<file path="src/rtl/fib_pwm_pkg.sv">
// rtl/fib_pwm_pkg.sv - shared types, defaults and Fibonacci step for the PWM pulse checker
package fib_pwm_pkg;
  localparam int DEFAULT_WIDTH_W = 16;
  localparam int DEFAULT_MAX_FIB = 34;

  typedef struct packed {
    logic [DEFAULT_WIDTH_W-1:0] width;
    logic                       match;
  } fib_result_t;

  localparam int RESULT_W = $bits(fib_result_t);

  typedef struct packed {
    logic [DEFAULT_WIDTH_W-1:0] a;
    logic [DEFAULT_WIDTH_W-1:0] b;
  } fib_pair_t;

  // Once b has passed the last term the sequence restarts at 1,1.
  function automatic fib_pair_t next_fib(input logic [DEFAULT_WIDTH_W-1:0] a,
                                         input logic [DEFAULT_WIDTH_W-1:0] b,
                                         input logic [DEFAULT_WIDTH_W-1:0] max_fib);
    fib_pair_t nxt;
    if (b > max_fib) begin
      nxt.a = DEFAULT_WIDTH_W'(1);
      nxt.b = DEFAULT_WIDTH_W'(1);
    end else begin
      nxt.a = b;
      nxt.b = a + b;
    end
    return nxt;
  endfunction
endpackage

</file>
<file path="src/rtl/fib_result_fifo.sv">
// rtl/fib_result_fifo.sv - synchronous result FIFO, head entry visible combinationally
module fib_result_fifo
  import fib_pwm_pkg::*;
#(
  parameter int DEPTH = 4
) (
  input  logic                clk,
  input  logic                rst_n,
  input  logic                push,
  input  logic [RESULT_W-1:0] push_data,
  input  logic                pop,
  output logic [RESULT_W-1:0] head,
  output logic                full,
  output logic                empty
);
  localparam int AW = $clog2(DEPTH);

  fib_result_t mem [DEPTH];
  logic [AW:0] wr_ptr;
  logic [AW:0] rd_ptr;
  logic        do_push;
  logic        do_pop;

  assign empty   = (wr_ptr == rd_ptr);
  assign full    = (wr_ptr[AW] != rd_ptr[AW]) && (wr_ptr[AW-1:0] == rd_ptr[AW-1:0]);
  assign do_pop  = pop & ~empty;
  // A pop in the same cycle frees the slot, so a full FIFO still accepts the push.
  assign do_push = push & (~full | do_pop);
  assign head    = mem[rd_ptr[AW-1:0]];

  always_ff @(posedge clk) begin
    if (!rst_n) begin
      wr_ptr <= '0;
      rd_ptr <= '0;
      for (int i = 0; i < DEPTH; i++) mem[i] <= '0;
    end else begin
      if (do_push) begin
        mem[wr_ptr[AW-1:0]] <= fib_result_t'(push_data);
        wr_ptr              <= wr_ptr + 1'b1;
      end
      if (do_pop) rd_ptr <= rd_ptr + 1'b1;
    end
  end
endmodule

</file>
<file path="config.mk">
export PLATFORM = sky130hd
export DESIGN_NAME = fib_result_fifo
export DESIGN_NICKNAME = d
export VERILOG_FILES = /design/src/rtl/fib_pwm_pkg.sv /design/src/rtl/fib_result_fifo.sv
export SDC_FILE = /design/constraint.sdc
export NUM_CORES = 1
export LEC_CHECK = 0
export ABC_AREA = 1
export BUFFER_PORTS_ARGS = -buffer_cell sky130_fd_sc_hd__buf_2
export CAP_MARGIN = 20
export CORE_MARGIN = 2
export CORE_UTILIZATION = 40
export CTS_CLUSTER_SIZE = 12
export DETAILED_ROUTE_END_ITERATION = 10
export SYNTH_ARGS = -nofsm -noshare
export SYNTH_HDL_FRONTEND = slang
export SYNTH_SLANG_ARGS = --single-unit
</file>
<file path="constraint.sdc">
create_clock -name clk -period 2.5 [get_ports clk]
set_input_delay 0.375 -clock clk [delete_from_list [all_inputs] [get_ports clk]]
set_output_delay 0.375 -clock clk [all_outputs]
set_load 0.02 [all_outputs]
</file>
# After elaboration in Yosys (flattened, before gate mapping)
# Memories as Yosys holds them, arrays and structs flattened. A register that Yosys moved wholly into a read port is not among the register bits.
# Index checks and enable logic that the tools add are counted.
# word_totals
ramBits	68
reg_bits	6
in_bits	21
mem_count	1
elab_cells	24
out_inout_bits	19
# op_classes
bitwise_logic	5
n_eq_ne	3
n_reduce_logical	2
mux	9
add_sub_neg	2
# mem_list
name	words	width	rd	rd_clocked_by_memory_dff	write_ports	line	source
mem	4	17	1	1	4	fib_result_fifo.sv:18	fib_result_t mem [DEPTH];
# ops
cell	count
two-way mux 17 bit	1
OR reduction 17 bit	1
adder 3 x 1 -> 3 bit (second input constant)	2
two-way mux 2 bit	3
two-way mux 1 bit	5
equality test 3 bit	1
AND 1 bit	2
equality test 2 bit	1
inverter 1 bit	2
logical AND 1 bit	1
inequality test 1 bit	1
OR 1 bit	1

# Longest topological paths before layout
# Gate-level depths: netlist (run 1).
# logic_depth
depth_word	10
ltp_mapped	9
depth_no_buf	9

# Worst setup path after synthesis (run 1)
# No wires, ideal clock.
# synth_timing
kind	register to register
from	register wr_ptr[1]
to	memory mem[2][0] in the netlist's numbering (enable)
arrival_time_ns	2.176
t_required_ns	2.085
path_buffers	1
path_slack_ns	-0.091
setup_ns	0.415
synth_period_minus_slack_ns	2.591
path_stages_with_launch	8
path_cell_list	dfxtp_1 > inv_2 > nand2_1 > nand2_1 > nand4_4 > nand4_2 > buf_6 > o21ai_0
# synth_lines
item	line	source
start: declaration	fib_result_fifo.sv:19	logic [AW:0] wr_ptr;
start signal: assignment	fib_result_fifo.sv:39	wr_ptr <= wr_ptr + 1'b1;
end: declaration	fib_result_fifo.sv:18	

# Worst setup path after layout (run 1)
# layout_timing
from	register wr_ptr[1]
to	output empty
# layout_via
elab_chain_cells	1
# layout_rtl
item	line	source
equality test 3 bit	fib_result_fifo.sv:24	assign empty = (wr_ptr == rd_ptr);
end: declaration	fib_result_fifo.sv:14	output logic empty
# Every way passes these cells.

==> results of run 1 <==
==> kinds of logic (layout without fill, tap and decap cells) <==
kind of cell	after synthesis	count (layout)	synth area share, %
AND/OR/NAND/NOR	134	134	22.0
flip-flops	76	76	60.9
AO/OA/AOI/OAI	58	58	8.61
buffers and inverters	54	101	7.06
XOR/XNOR	3	3	0.727
adder cells (fa/ha/maj)	2	2	0.692
==> metrics by stage <==
step,cells,util [%],setup TNS [ps]
final,482,46.8,0
after detailed placement,466,44.7,0
after floorplan,327,-,-1220
after global placement,466,44.7,0
after global routing,482,46.8,0
after CTS,482,46.8,0
==> sequential cells by signal (all words and copies together) (netlist names), named ones only <==
register and cells:
mem 68, rd_ptr 3, wr_ptr 3
==> layout make-up <==
type	instances	area, um2	area share (%)
inverter	31	116	2.83
timing repair buffer	54	308	7.50
clock buffer	11	131	3.20
sequential	76	2200	53.6
multi-input combinational	197	1160	28.3
clock inverter	5	52.6	1.28
tap	108	135	3.29
==> cells in the final DEF (no fill, tap or decap), types with 2 or more instances in the layout <==
cell type,n
o21ai_0,36
buf_2,39
o22ai_1,17
nand3_1,3
clkinv_2,2
dfxtp_1,8
nand2_2,2
buf_4,15
nor3_2,28
nor2_1,58
inv_2,2
a21oi_1,2
inv_1,29
nor3_4,2
edfxtp_1,68
clkbuf_8,9
clkbuf_1,2
ha_1,2
nor3_1,21
xor2_1,2
nand4_4,2
o21ai_1,3
nand2_1,13
==> worst register-to-register path, stage by stage (launching register included) <==
cell	delay (ps)
dfxtp_1	330
inv_2	310
nand2_1	90
nand2_1	130
nand4_4	180
nand4_2	270
inv_2	50
nor2_1	150
buf_4	210
==> final timing paths <==
check	depth (start not counted)	from	to	slack [ps]
setup / recovery	7	wr_ptr[1]	empty	400
hold / removal	3	pop	rd_ptr[2]	340
setup reg to reg	8	wr_ptr[1]	mem[3][10]	470
hold reg to reg	2	rd_ptr[2]	rd_ptr[2]	500
==> per-layer routing <==
layer,track usage (%),vias up,share of wire [%]
met5,0,-,0
met4,7.69,0,1.9
met3,3.51,11,4.3
met2,28.5,68,48
met1,23.0,1188,45
li1,-,1232,-
==> where the power goes <==
group	total (mW)	switching, mW	internal [mW]	leakage (nW)
Sequential	1.52	0.0325	1.48	0.771
Clock	0.903	0.446	0.457	0.0947
Combinational	0.755	0.526	0.229	0.743
Total	3.17	1.00	2.17	1.61
==> impl_metrics.py, run 1 <==
metrics = {
    "drt": {
        "routed_wl_um": 8030,
        "via_per_inst": 5.18,
        "route.antenna.remaining_nets": 0,
        "drcViolationCount": 0,
        "via_count": 2499,
        "drt-wirelength-per-cell_um": 16.7,
        "drtIter0Drc": 106,
        "drt-pass1-iter-count": 4,
    },
    "cts": {
        "cts-root-buf": "clkbuf_8",
        "htree_levels": 3,
        "clk_pin_slew_ps": 80,
        "numCtsBuffers": 9,
        "cts_setup_buffers": 0,
        "cts.sinks": 76,
        "clock_path_buffers": 2,
        "ctsHoldBuffers": 0,
        "cts_tree": "done",
        "clkLatencyLatePin_ps": 360,
        "cts_resized": 0,
    },
    "finish": {
        "stdcell_area_um2": 4110,
        "num_antenna_cells": 0,
        "layout.nets": 392,
        "fillers": 842,
        "drive_above_1_share_pct": 28.1,
        "area_delta_synth_final_pct": 13.5,
    },
    "synthesis": {
        "synth_top_area_share_pct": 56.5,
        "synth_area_um2": 3620,
        "postSynthCellCount": 327,
        "yosysSeqAreaShare_pct": 60.9,
        "synth_seq_cells": 76,
        "syn_nets": 350,
        "synth.area.top_cells": "edfxtp_1 56%, nor3_2 7.7%, nor2_1 6.0%",
        "synth-edff-count": 68,
        "ys_warn_count": 0,
        "synthTopCellsByCount": "68 x edfxtp_1, 58 x nor2_1, 39 x o21ai_0",
        "synth.most_common_cell": "edfxtp_1",
        "avgSynthCellArea_um2": 11.1,
        "async_reset_ff_share_pct": 0,
        "synthDistinctLibCells": 27,
        "synth_top_cell_by_area": "edfxtp_1",
        "synth-main-ff-cell": "edfxtp_1",
    },
    "critical_path": {
        "end_kind": "output pin",
        "crit_family": "buffers and inverters",
        "critPathMaxStageDelay_ps": 330,
        "slowest_stage": "dfxtp_1",
        "cp.arrival_ps": 1720,
        "path_class": "reg2out",
        "critPathRequiredTime_ps": 2120,
        "critPathMaxFanout": 21,
        "crit_path_frequent_cell": "nand2_1",
        "crit_path_start_kind": "flop",
        "cp.buffers_inverters": 3,
        "crit_chain": "inv_2 -> nand2_1 -> nand2_1 -> and2_1 -> nand2_2 -> inv_1 -> buf_2",
    },
    "sta": {
        "grt_setup_unrepaired": "false",
        "period_needed_ps": 2100,
        "max_freq_mhz": 477,
        "max_slew_margin_pct": 63.2,
        "slew_viol_final": 0,
        "worst_slew_pin_slew_ps": 552,
        "skew_ps": 8.62,
        "postLayoutSetupSlackWorst_ps": 402,
        "holdWs_ps": 335,
        "finalSetupViolCount": 0,
        "hold_violations": 0,
        "period_share_pct": 83.9,
    },
    "power": {
        "p_per_area_nw_per_um2": 773,
        "p_leak_nw": 1.61,
        "peakVddDrop_uv": 258,
        "power_mw": 3.17,
    },
    "placement": {
        "portBuffers": 39,
        "dp_slack_ps": 500,
        "gp_congestion": 0.765,
        "hpwl_um": 5030,
        "placed_cell_area_um2": 3920,
    },
    "floorplan": {
        "io_pins": 40,
        "fp.dieW_um": 99.1,
        "start_util_pct": 41.3,
        "std_cell_rows": 34,
        "die_area_um2": 9820,
        "core-area_um2": 8760,
        "die_h_um": 99.1,
    },
    "global_route": {
        "grt_pass1_vias": 2562,
        "grt_first_pass_wirelength_um": 13100,
        "antenna_found_initial": 0,
        "grt_max_degree": 35,
        "grtUsageTotal_pct": 17.6,
        "overflow": 0,
    },
    "run_status": {
        "status": "completed",
    },
    "worst_hold_path": {
        "min_path_type": "in2reg",
    },
    "flow_run": {
        "cap_violations": 0,
    },
}
Note: power is estimated with default switching activity, not from simulation.
==> run 2: changes to the inputs <==
--- a/config.mk
+++ b/config.mk
@@ -5,7 +5,7 @@
 export SDC_FILE = /design/constraint.sdc
 export NUM_CORES = 1
 export LEC_CHECK = 0
-export ABC_AREA = 1
+export ABC_AREA = 0
 export BUFFER_PORTS_ARGS = -buffer_cell sky130_fd_sc_hd__buf_2
 export CAP_MARGIN = 20
 export CORE_MARGIN = 2
==> constraint.sdc (replaced) <==
create_clock -name clk -period 1.8 [get_ports clk]
set_input_delay 0.27 -clock clk [delete_from_list [all_inputs] [get_ports clk]]
set_output_delay 0.27 -clock clk [all_outputs]
set_load 0.02 [all_outputs]
==> impl_metrics.py, run 2 <==
metrics = {
    "global_route": {
        "antenna_found_initial": 0,
        "grtUsageMet2_pct": 25.0,
        "met1_usage_pct": 20.0,
        "grt_pass1_vias": 2235,
        "grt_first_pass_wirelength_um": 11500,
        "grtUsageTotal_pct": 15.5,
        "grt_max_degree": 33,
        "grt_util_met3_pct": 3.97,
        "overflow": 0,
        "busiest_layer": "met2",
    },
    "cts": {
        "clkLatencyLatePin_ps": 350,
        "cts.sinks": 76,
        "clock_path_buffers": 2,
        "htree_levels": 3,
        "cts_tree": "done",
        "numCtsBuffers": 9,
        "ctsHoldBuffers": 0,
        "cts_setup_buffers": 0,
        "cts-root-buf": "clkbuf_8",
        "clk_pin_slew_ps": 90,
    },
    "finish": {
        "area_delta_synth_final_pct": 23.5,
        "top_register": "mem",
        "most-common-layout-cells": "68 x edfxtp_1, 51 x nor3_2, 23 x buf_2, 20 x buf_4",
        "drive_above_1_share_pct": 53.1,
        "fin_util_pct": 50.2,
        "layout.nets": 327,
        "reg_top3": "mem (68), rd_ptr (3), wr_ptr (3)",
        "largest_reg_flops": 68,
        "num_antenna_cells": 0,
        "mostFrequentLayoutCell": "edfxtp_1",
        "layout.cells.non_filler": 420,
    },
    "floorplan": {
        "die_area_um2": 10100,
        "core-area_um2": 9110,
        "fp.dieW_um": 100,
        "io_pins": 40,
        "die_h_um": 100,
        "start_util_pct": 40.7,
        "std_cell_rows": 35,
    },
    "synthesis": {
        "avgSynthCellArea_um2": 15.1,
        "synth_area_um2": 3710,
        "synth_top_area_share_pct": 55.1,
        "synthDistinctLibCells": 33,
        "ys_warn_count": 0,
        "yosysSeqAreaShare_pct": 59.4,
        "synth_seq_cells": 76,
        "async_reset_ff_share_pct": 0,
        "synthTopCellsByCount": "68 x edfxtp_1, 51 x nor3_2, 19 x inv_1, 19 x nor2_1, 17 x mux4_2",
        "synth-edff-count": 68,
        "postSynthCellCount": 246,
        "syn_nets": 269,
        "synth-main-ff-cell": "edfxtp_1",
        "synth.area.top_cells": "edfxtp_1 55%, nor3_2 14%, mux4_2 10%",
        "synth_top_cell_by_area": "edfxtp_1",
        "synth.most_common_cell": "edfxtp_1",
    },
    "worst_hold_path": {
        "min_path_type": "in2reg",
        "hold_depth": 3,
    },
    "drt": {
        "drt-wirelength-per-cell_um": 17.3,
        "via_count": 2148,
        "route.antenna.remaining_nets": 0,
        "drt-pass1-iter-count": 4,
        "drcViolationCount": 0,
        "drtIter0Drc": 57,
        "via_per_inst": 5.11,
        "routed_wl_um": 7260,
    },
    "sta": {
        "period_needed_ps": 1900,
        "worst_slew_pin_slew_ps": 661,
        "finalSetupViolCount": 17,
        "max_slew_margin_pct": 55.8,
        "skew_ps": 6.97,
        "postLayoutSetupSlackWorst_ps": -99.7,
        "period_share_pct": 106,
        "max_freq_mhz": 526,
        "slew_viol_final": 0,
        "hold_violations": 0,
        "setup-tns-final_ps": -1070,
        "grt_setup_unrepaired": "true",
    },
    "critical_path": {
        "crit_path_start_kind": "flop",
        "cp.depth": 3,
        "cp.buffers_inverters": 2,
        "end_kind": "output pin",
        "critPathMaxFanout": 4,
        "path_class": "reg2out",
        "slowest_stage": "mux4_2",
        "crit_chain": "clkbuf_16 -> mux4_2 -> buf_6",
        "cp.arrival_ps": 1630,
        "r2r_cells": 3,
        "critPathMaxStageDelay_ps": 530,
        "critPathRequiredTime_ps": 1530,
        "crit_family": "multiplexers",
    },
    "placement": {
        "gp_congestion": 0.758,
        "hpwl_um": 4380,
        "portBuffers": 39,
        "dp_slack_ps": 113,
        "dp_cells": 402,
    },
    "power": {
        "peakVddDrop_uv": 471,
        "p_per_area_nw_per_um2": 964,
        "power_mw": 4.41,
        "p_leak_nw": 1.68,
    },
    "flow_run": {
        "cap_violations": 0,
    },
    "run_status": {
        "violations": "setup timing",
        "status": "finished, violations left",
    },
}
==> run 2: path summary, 6_finish.rpt <==
check,from,end,slack [ps]
max,flop,head[5],-100
min,push_data[11],mem[3][11],290
max reg2reg,rd_ptr[2],mem[1][14],110
min reg2reg,wr_ptr[2],wr_ptr[2],630
==> run 2: cells by family (layout without fill, tap and decap cells) <==
kind of cell | after synthesis | in the layout | synth area share [%]
compound gates | 12 | 12 | 2.63
flops | 76 | 76 | 59.4
simple gates | 88 | 88 | 18.1
buf+inv | 40 | 103 | 5.84
xor+xnor | 6 | 6 | 1.62
fa+ha+maj | 2 | 2 | 0.675
mux | 22 | 22 | 11.7
==> run 2: timing repair <==
action,4_1_cts,5_1_grt
setup endpoints to repair,17,19
cloned,1,1
gates resized for setup,19,17
==> run 2: worst min-delay path: cells and delay by family <==
kind	cells	cell delay [ps]
AND/OR/NAND/NOR	1	110
buffers and inverters	2	150
==> run 2: layer usage <==
layer / vias up / share of wire (%) / routed length, um
met4: 0 / 2.3 / 169
met3: 13 / 4.2 / 303
met2: 47 / 49 / 3560
met1: 1066 / 45 / 3230
li1: 1022 / - / -
met5: - / 0 / 0
==> run 2: through the flow <==
stage / instance area [um2] / hold slack [ps]
after floorplan: 3740 / 425
after global placement: 4220 / 612
after detailed placement: 4220 / 622
after CTS: 4490 / 292
after global routing: 4580 / 305
final: 4580 / 291
==> run 2: cell type report <==
class	instances	area, um2
clock buffers	9	124
clock inverters	7	66.3
fillers	800	4530
inverters	19	71.3
multi-input cells	130	1330
flip-flops and latches	76	2210
well taps	111	139
repair buffers	68	638
==> run 2: where the power goes <==
| part | leakage, nW | switching, mW | internal [mW] |
|---|---|---|---|
| Clock | 0.0992 | 0.634 | 0.635 |
| Combinational | 0.810 | 0.542 | 0.508 |
| Sequential | 0.772 | 0.0498 | 2.04 |
| Total | 1.68 | 1.23 | 3.18 |
==> run 3: changes to the inputs <==
--- a/config.mk
+++ b/config.mk
@@ -8,6 +8,7 @@
 export ABC_AREA = 0
 export BUFFER_PORTS_ARGS = -buffer_cell sky130_fd_sc_hd__buf_2
 export CAP_MARGIN = 20
+export CORE_ASPECT_RATIO = 0.9
 export CORE_MARGIN = 2
 export CORE_UTILIZATION = 40
 export CTS_CLUSTER_SIZE = 12
@@ -15,3 +16,4 @@
 export SYNTH_ARGS = -nofsm -noshare
 export SYNTH_HDL_FRONTEND = slang
 export SYNTH_SLANG_ARGS = --single-unit
+export TNS_END_PERCENT = 50
==> impl_metrics.py, run 3 (synthesis gave the netlist of run 2 again) <==
metrics = {
    "sta": {
        "finalSetupViolCount": 17,
        "period_share_pct": 105,
        "worst_slew_pin_slew_ps": 439,
        "holdWs_ps": 292,
        "max_freq_mhz": 527,
        "grt_setup_unrepaired": "true",
        "period_needed_ps": 1900,
        "slew_viol_final": 0,
        "skew_ps": 10.8,
        "hold_violations": 0,
        "postLayoutSetupSlackWorst_ps": -96.3,
        "max_slew_margin_pct": 70.6,
    },
    "floorplan": {
        "die_area_um2": 10100,
        "die_h_um": 95.3,
        "fp.dieW_um": 105,
        "std_cell_rows": 33,
        "start_util_pct": 41.0,
        "core-area_um2": 9040,
        "io_pins": 40,
    },
    "critical_path": {
        "rr_endpoint": "mem[0][5]",
        "critPathMaxFanout": 4,
        "critPathRequiredTime_ps": 1530,
        "r2r_cells": 4,
        "crit_path_start_kind": "flop",
        "end_kind": "output pin",
        "timing.rr.start": "rd_ptr[2]",
        "cp.arrival_ps": 1630,
        "path_class": "reg2out",
        "critPathCapture": "head[9]",
        "rrSetupSlack_ps": 110,
    },
    "global_route": {
        "antenna_found_initial": 0,
        "grt_first_pass_wirelength_um": 11100,
        "grt_max_degree": 45,
        "overflow": 0,
        "grtUsageTotal_pct": 15.0,
        "grt_pass1_vias": 2108,
    },
    "cts": {
        "cts_setup_buffers": 0,
        "clkLatencyLatePin_ps": 350,
        "clock_path_buffers": 2,
        "cts_tree": "done",
        "cts-root-buf": "clkbuf_8",
        "htree_levels": 3,
        "numCtsBuffers": 9,
        "ctsHoldBuffers": 0,
        "cts.sinks": 76,
        "clk_pin_slew_ps": 80,
    },
    "finish": {
        "most-common-layout-cells": "68 x edfxtp_1, 51 x nor3_2, 26 x buf_2, 19 x nor2_1, 19 x inv_1",
        "stdcell_area_um2": 4530,
        "layout.nets": 321,
        "drive_above_1_share_pct": 51.8,
        "layout.cells.non_filler": 425,
        "area_delta_synth_final_pct": 22.1,
        "num_antenna_cells": 0,
        "reg_top3": "mem (68), rd_ptr (3), wr_ptr (3)",
        "fin_util_pct": 50.0,
        "mostFrequentLayoutCell": "edfxtp_1",
        "largest_reg_flops": 68,
        "top_register": "mem",
    },
    "placement": {
        "hpwl_um": 4300,
        "dp_cells": 407,
        "placed_cell_area_um2": 4200,
        "gp_congestion": 0.800,
        "portBuffers": 39,
    },
    "power": {
        "peakVddDrop_uv": 372,
        "power_mw": 4.23,
        "p_per_area_nw_per_um2": 935,
        "p_leak_nw": 1.63,
    },
    "drt": {
        "dr.max_layer_used": "met4",
        "routed_wl_um": 7100,
        "route.antenna.remaining_nets": 0,
        "m1WireLength_um": 3220,
        "dr_wl_met2_um": 3570,
        "drt-wirelength-per-cell_um": 16.7,
        "drtIter0Drc": 69,
        "drt-pass1-iter-count": 4,
        "met3_length_um": 253,
        "via_count": 2135,
        "via_per_inst": 5.02,
        "drcViolationCount": 0,
    },
    "worst_hold_path": {
        "min_path_type": "in2reg",
    },
    "flow_run": {
        "cap_violations": 0,
    },
    "run_status": {
        "violations": "setup timing",
        "status": "finished, violations left",
    },
}
-- run 3: cell count changes in the layout (fill, tap and decap cells not counted), sizes merged --
| cell | change |
|---|---|
| buf | -6 |
| clkinv | -2 |
| clkinvlp | +2 |
| bufinv | -1 |
| clkbuf | +1 |
-- run 3: worst min path at each step --
| stage | depth (start not counted) | end | start |
|---|---|---|---|
| finish | 3 | mem[3][11] | push_data[11] |
| floorplan | 2 | wr_ptr[2] | rst_n |
| CTS | 3 | mem[3][11] | push_data[11] |
| global placement | 2 | wr_ptr[2] | wr_ptr[2] |
| detailed placement | 2 | wr_ptr[2] | wr_ptr[2] |
| global route | 3 | mem[3][11] | push_data[11] |
-- run 3: critical path, stage by stage, from the launching register on --
cell       delay [ps]
dfxtp_4           420
clkbuf_16         170
mux4_2            520
buf_6             150
-- run 3: final cells by class --
cell class | count | area [um2]
Tap cell | 122 | 153
Fill cell | 783 | 4520
Inverter | 19 | 71.3
Sequential cell | 76 | 2210
Multi-Input combinational cell | 130 | 1330
Clock buffer | 10 | 128
Timing Repair Buffer | 62 | 594
Clock inverter | 6 | 40.0
-- run 3: metrics by stage --
stage	setup WS, ps	TNS, ps
2_1_floorplan	-113	-5430
6_report	-96.3	-1180
3_5_place_dp	107	0
4_1_cts	-135	-1730
5_1_grt	-135	-2070
3_3_place_gp	119	0
-- run 3: what timing repair did --
| action | 4_1_cts | 5_1_grt |
|---|---|---|
| resized for setup | 3 | 30 |
| gates cloned | 1 | 1 |
| setup endpoints to repair | 17 | 26 |
-- run 3: routing by layer --
metal  GRT usage [%]  vias up
met2            25.2       41
met3            4.17        5
li1                -     1016
met4            4.67        0
met5               0        -
met1            19.1     1073
-- run 3: report_power, final --
group / switching [mW] / internal, mW
registers: 0.0567 / 2.04
clock network: 0.627 / 0.498
logic: 0.527 / 0.481
total: 1.21 / 3.02
